[config.mk]
export PLATFORM = sky130hd
export DESIGN_NAME = counter_param
export DESIGN_NICKNAME = d
export VERILOG_FILES = /design/src/rtl/counter_param.sv
export SDC_FILE = /design/constraint.sdc
export NUM_CORES = 1
export LEC_CHECK = 0
export ABC_AREA = 1
export ABC_CLOCK_PERIOD_IN_PS = 4400
export BUFFER_PORTS_ARGS = -buffer_cell sky130_fd_sc_hd__clkbuf_2
export CAP_MARGIN = 40
export CORE_ASPECT_RATIO = 1.4
export CORE_MARGIN = 8
export CORE_UTILIZATION = 60
export CTS_BUF_LIST = sky130_fd_sc_hd__clkbuf_16
export CTS_CLUSTER_DIAMETER = 50
export DETAILED_ROUTE_END_ITERATION = 8
export PLACE_DENSITY = 0.91
export SYNTH_ARGS = -nofsm -noshare
export SYNTH_HDL_FRONTEND = slang
export SYNTH_SLANG_ARGS = --single-unit
export TNS_END_PERCENT = 30
[constraint.sdc]
create_clock -name clk -period 4.4 [get_ports clk]
set_input_delay 0 -clock clk [delete_from_list [all_inputs] [get_ports clk]]
set_output_delay 0 -clock clk [all_outputs]
set_load 0.02 [all_outputs]
[src/rtl/counter_param.sv]
// Parametrised up/down/step/load counter with run-time terminal value,
// wrap-or-clamp overflow handling and a saturating count of rollovers.
module counter_param #(
  parameter int WIDTH = 4,
  parameter int STEP  = 3,
  parameter int CNT_W = 8
) (
  input  logic             clk,
  input  logic             reset,
  input  logic             enable,
  input  logic [1:0]       mode,
  input  logic [WIDTH-1:0] D,
  input  logic [WIDTH-1:0] limit,
  input  logic             sat,
  output logic [WIDTH-1:0] Q,
  output logic             rco,
  output logic             load,
  output logic [CNT_W-1:0] rco_cnt
);

  typedef enum logic [1:0] {
    MODE_UP   = 2'b00,
    MODE_DOWN = 2'b01,
    MODE_STEP = 2'b10,
    MODE_LOAD = 2'b11
  } mode_e;

  localparam logic [WIDTH:0] INC_ONE  = (WIDTH+1)'(1);
  localparam logic [WIDTH:0] INC_STEP = (WIDTH+1)'(STEP);

  logic [WIDTH-1:0] r_q;
  logic             r_rco;
  logic             r_load;
  logic [CNT_W-1:0] r_rcoCnt;

  logic [WIDTH:0]   w_qExt;
  logic [WIDTH:0]   w_limExt;
  logic [WIDTH:0]   w_inc;
  logic [WIDTH:0]   w_sum;
  logic [WIDTH:0]   w_wrap;
  logic             w_cntFull;
  logic [WIDTH-1:0] w_nextQ;
  logic             w_nextRco;
  logic             w_nextLoad;

  // Arithmetic is one bit wider than Q so the up sum cannot overflow silently.
  assign w_qExt    = {1'b0, r_q};
  assign w_limExt  = {1'b0, limit};
  assign w_inc     = (mode == MODE_STEP) ? INC_STEP : INC_ONE;
  assign w_sum     = w_qExt + w_inc;
  assign w_wrap    = w_sum - w_limExt - INC_ONE;
  assign w_cntFull = &r_rcoCnt;

  always_comb begin
    w_nextQ    = r_q;
    w_nextRco  = 1'b0;
    w_nextLoad = 1'b0;
    if (enable) begin
      case (mode)
        MODE_UP, MODE_STEP: begin
          if (w_qExt > w_limExt) begin
            w_nextQ   = sat ? limit : '0;
            w_nextRco = 1'b1;
          end else if (w_sum <= w_limExt) begin
            w_nextQ = w_sum[WIDTH-1:0];
          end else if (!sat) begin
            w_nextQ   = (w_wrap > w_limExt) ? '0 : w_wrap[WIDTH-1:0];
            w_nextRco = 1'b1;
          end else if (r_q != limit) begin
            w_nextQ   = limit;
            w_nextRco = 1'b1;
          end
        end
        MODE_DOWN: begin
          if (r_q != '0) begin
            w_nextQ = r_q - 1'b1;
          end else if (!sat) begin
            w_nextQ   = limit;
            w_nextRco = 1'b1;
          end
        end
        MODE_LOAD: begin
          w_nextQ    = D;
          w_nextLoad = 1'b1;
        end
      endcase
    end
  end

  always_ff @(posedge clk) begin
    if (reset) begin
      r_q      <= '0;
      r_rco    <= 1'b0;
      r_load   <= 1'b0;
      r_rcoCnt <= '0;
    end else begin
      r_q    <= w_nextQ;
      r_rco  <= w_nextRco;
      r_load <= w_nextLoad;
      if (w_nextRco && !w_cntFull) begin
        r_rcoCnt <= r_rcoCnt + 1'b1;
      end
    end
  end

  assign Q       = r_q;
  assign rco     = r_rco;
  assign load    = r_load;
  assign rco_cnt = r_rcoCnt;

endmodule

==> results_dict.tcl <==
set metrics [dict create \
    status "finished, final reports clean" \
    crit_arrival_ns 3.52 \
    synth_warnings 0 \
    slew_violations 0 \
    fin_nets 322 \
    finalSetupTns_ns 0 \
    r2r-start "Q[0]" \
    seqCellArea_um2 280 \
    synth_cell_types 28 \
    postCtsSetupBuffers 0 \
    layout_setup_ws_ns 1.05 \
    insertedDiodeCount 0 \
    detail-route-antenna-nets 0 \
    fmax_mhz 299 \
    drtIter0Drc 80 \
    hold_path_startpoint "mode[1]" \
    wl_per_cell_um 14.5 \
    synth-xor-area-share_pct 4.78 \
    synthCells 260 \
    setup.worst_path.end_class "register" \
    antenna_found_initial 0 \
    min_period_over_period_pct 76.1 \
    place_ws_ns 1.14 \
    clock_sink_count 14 \
    path_class "reg2reg" \
    syn_nets 291 \
    grt_max_degree 12 \
    cts_made_buffers 3 \
    required_ns 4.57 \
    grt_use_total_pct 21.7 \
    ir_worst_vdd_v 0.000387 \
    cp_max_fo 8 \
    powerDensity_nw_per_um2 347 \
    drc 0 \
    synth.cell_area_um2 1650 \
    cts-root-buf "clkbuf_16" \
    gr-total-overflow 0 \
    rsz0062_at_grt "false" \
    cts_buffer_depth 2 \
    whs_endpoint "load" \
    whs_path_depth 3 \
    fillers 225 \
    synth-compound-area-share_pct 13.3 \
    fin_cells 326 \
    die_x_um 60.3 \
    synthSimpleGateAreaFrac_pct 40.5 \
    core.rowCount 22 \
    regToRegSetupSlack_ns 1.05 \
    cts-resized-gates 0 \
    post-place-cells 321 \
    place_hpwl_um 3810 \
    multi_input_area_um2 1190 \
    die_y_um 78.1 \
    area_growth_pct 15.8 \
    design.core.area_um2 2620 \
    initial_core_util_pct 63.1 \
    drv_cap 0 \
    synth_top_family_by_area "simple AND/OR/NAND/NOR gates" \
    clk_pin_slew_ns 0.05 \
    io_buffers 27 \
    r2r_cells 21 \
    drt_wl_total_um 4730 \
    clock_latency_ns 0.25 \
    final.min_clock_period_ns 3.35 \
    drive_gt1_share_pct 18.6 \
    finClkSkew_ns 0.00182 \
    tightestPinTransition_ns 0.376 \
    ys_seq_area_share_pct 17.0 \
    viasPerCell 5.55 \
    p_leak_nw 1.04 \
    fin_area_um2 1910 \
    finalSetupViolCount 0 \
    final-hold-violation-count 0 \
    hold-worst-slack_ns 0.0766 \
    grt_pass1_wl_um 7960 \
    ys_seq_elements 14 \
    syn_avg_cell_area_um2 6.35 \
    htreeDepth 1 \
    start_kind "register" \
    synthAdderAreaFrac_pct 13.8 \
    num_vias 1810 \
    timing.rr.end "Q[2]" \
    fin_total_pwr_mw 0.662 \
    synthMuxAreaShare_pct 0 \
    final_util_pct 73.1 \
    grt_pass1_vias 1861 \
    place_area_um2 1820 \
    hp-class "in2reg" \
    io_pins 28 \
    first_pass_iters 5 \
    startpoint "Q[0]" \
    gp_congestion 0.981 \
    relSlewSlack_pct 74.7 \
    cts_tree "yes" \
    die-area_um2 4710 \
]
==> routing by layer <==
layer | GRT usage (%) | part of all wire (%) | up-vias
li1 | - | - | 889
met1 | 20.0 | 37 | 824
met2 | 39.7 | 53 | 70
met3 | 4.57 | 4.9 | 27
met4 | 15.3 | 5.6 | 0
met5 | 0 | 0 | -
==> area by class of cell <==
cell class                 instances  area share, %
timing repair buffer              28           7.59
sequential                        14           14.7
inverter                          45           8.84
tap                               36           2.36
clock buffer                       3           3.93
multi-input combinational        199           62.4
clock inverter                     1          0.196
==> placed cells by master (no fill, tap or decap), types with 2 or more instances in the layout <==
cell       instances
nand2_1           73
inv_1             43
clkbuf_2          27
nor2_1            21
nand3_1           21
ha_1              15
dfxtp_1           14
a21oi_1           10
o21ai_0           10
nand2_2            6
a21oi_2            6
xor2_1             5
nand4_1            5
xnor2_1            4
nor3_1             4
nand2_4            3
clkbuf_16          3
nand3_2            2
inv_2              2
nand2_8            2
o21ai_1            2
nand3b_1           2
fa_1               2
==> sequential cells by signal (all words and copies together) (netlist names) <==
| signal | count |
|---|---|
| rco | 1 |
| load | 1 |
| rco_cnt | 8 |
| Q | 4 |
==> worst max-delay path by stage <==
stage          endpoint  cells past startpoint
2_1_floorplan      Q[3]                     21
3_3_place_gp       Q[1]                     21
3_5_place_dp       Q[1]                     21
4_1_cts            Q[2]                     21
5_1_grt            Q[2]                     21
6_report           Q[2]                     21
==> cell usage after synthesis (all sizes together) <==
| cell | n | area (µm²) |
|---|---|---|
| clkbuf | 2 | 7.51 |
| nor2 | 22 | 85.1 |
| nor3 | 4 | 20.0 |
| dfxtp | 14 | 280 |
| a32o | 1 | 10.0 |
| a31oi | 1 | 21.3 |
| inv | 45 | 169 |
| nand4 | 5 | 31.3 |
| a22o | 1 | 8.76 |
| nand3 | 23 | 125 |
| xor2 | 5 | 43.8 |
| nand2 | 84 | 385 |
| xnor2 | 4 | 35.0 |
| o21ai | 13 | 76.3 |
| a21oi | 16 | 103 |
| or2 | 1 | 6.26 |
| fa | 2 | 40.0 |
| nand3b | 2 | 15.0 |
| ha | 15 | 188 |
==> cell families (layout without fill, tap and decap cells) <==
| kind of cell | after synthesis | after routing |
|---|---|---|
| flops | 14 | 14 |
| fa+ha+maj | 17 | 17 |
| compound gates | 32 | 32 |
| simple gates | 141 | 141 |
| buf+inv | 47 | 77 |
| xor+xnor | 9 | 9 |
==> critical path, cell delays in order, from the launching register on <==
cell and delay (ns):
dfxtp_1 0.37, inv_1 0.17, fa_1 0.53, xnor2_1 0.18, ha_1 0.39, nand2_1 0.08
inv_1 0.09, nand2_1 0.08, nand2_1 0.06, nand2_1 0.04, nand2_1 0.08, inv_1 0.04
ha_1 0.30, nand3_1 0.08, nand3b_1 0.17, nand2_1 0.12, nand4_1 0.09, nand2_1 0.07
nand2_1 0.05, nand2_1 0.06, nand2_1 0.06, a21oi_1 0.15
==> report_power, final <==
part	switching [mW]	total, mW	leakage [nW]	internal (mW)
Clock	0.0564	0.177	0.0385	0.120
Sequential	0.0119	0.147	0.114	0.135
Combinational	0.224	0.338	0.890	0.115
Total	0.292	0.662	1.04	0.371
==> what timing repair did <==
| action | in CTS | in global routing |
|---|---|---|
| hold buffers | 1 | 0 |
| hold endpoints to repair | 1 | 0 |
| setup endpoints to repair | 0 | 0 |
(Power assumes the default switching activity.)
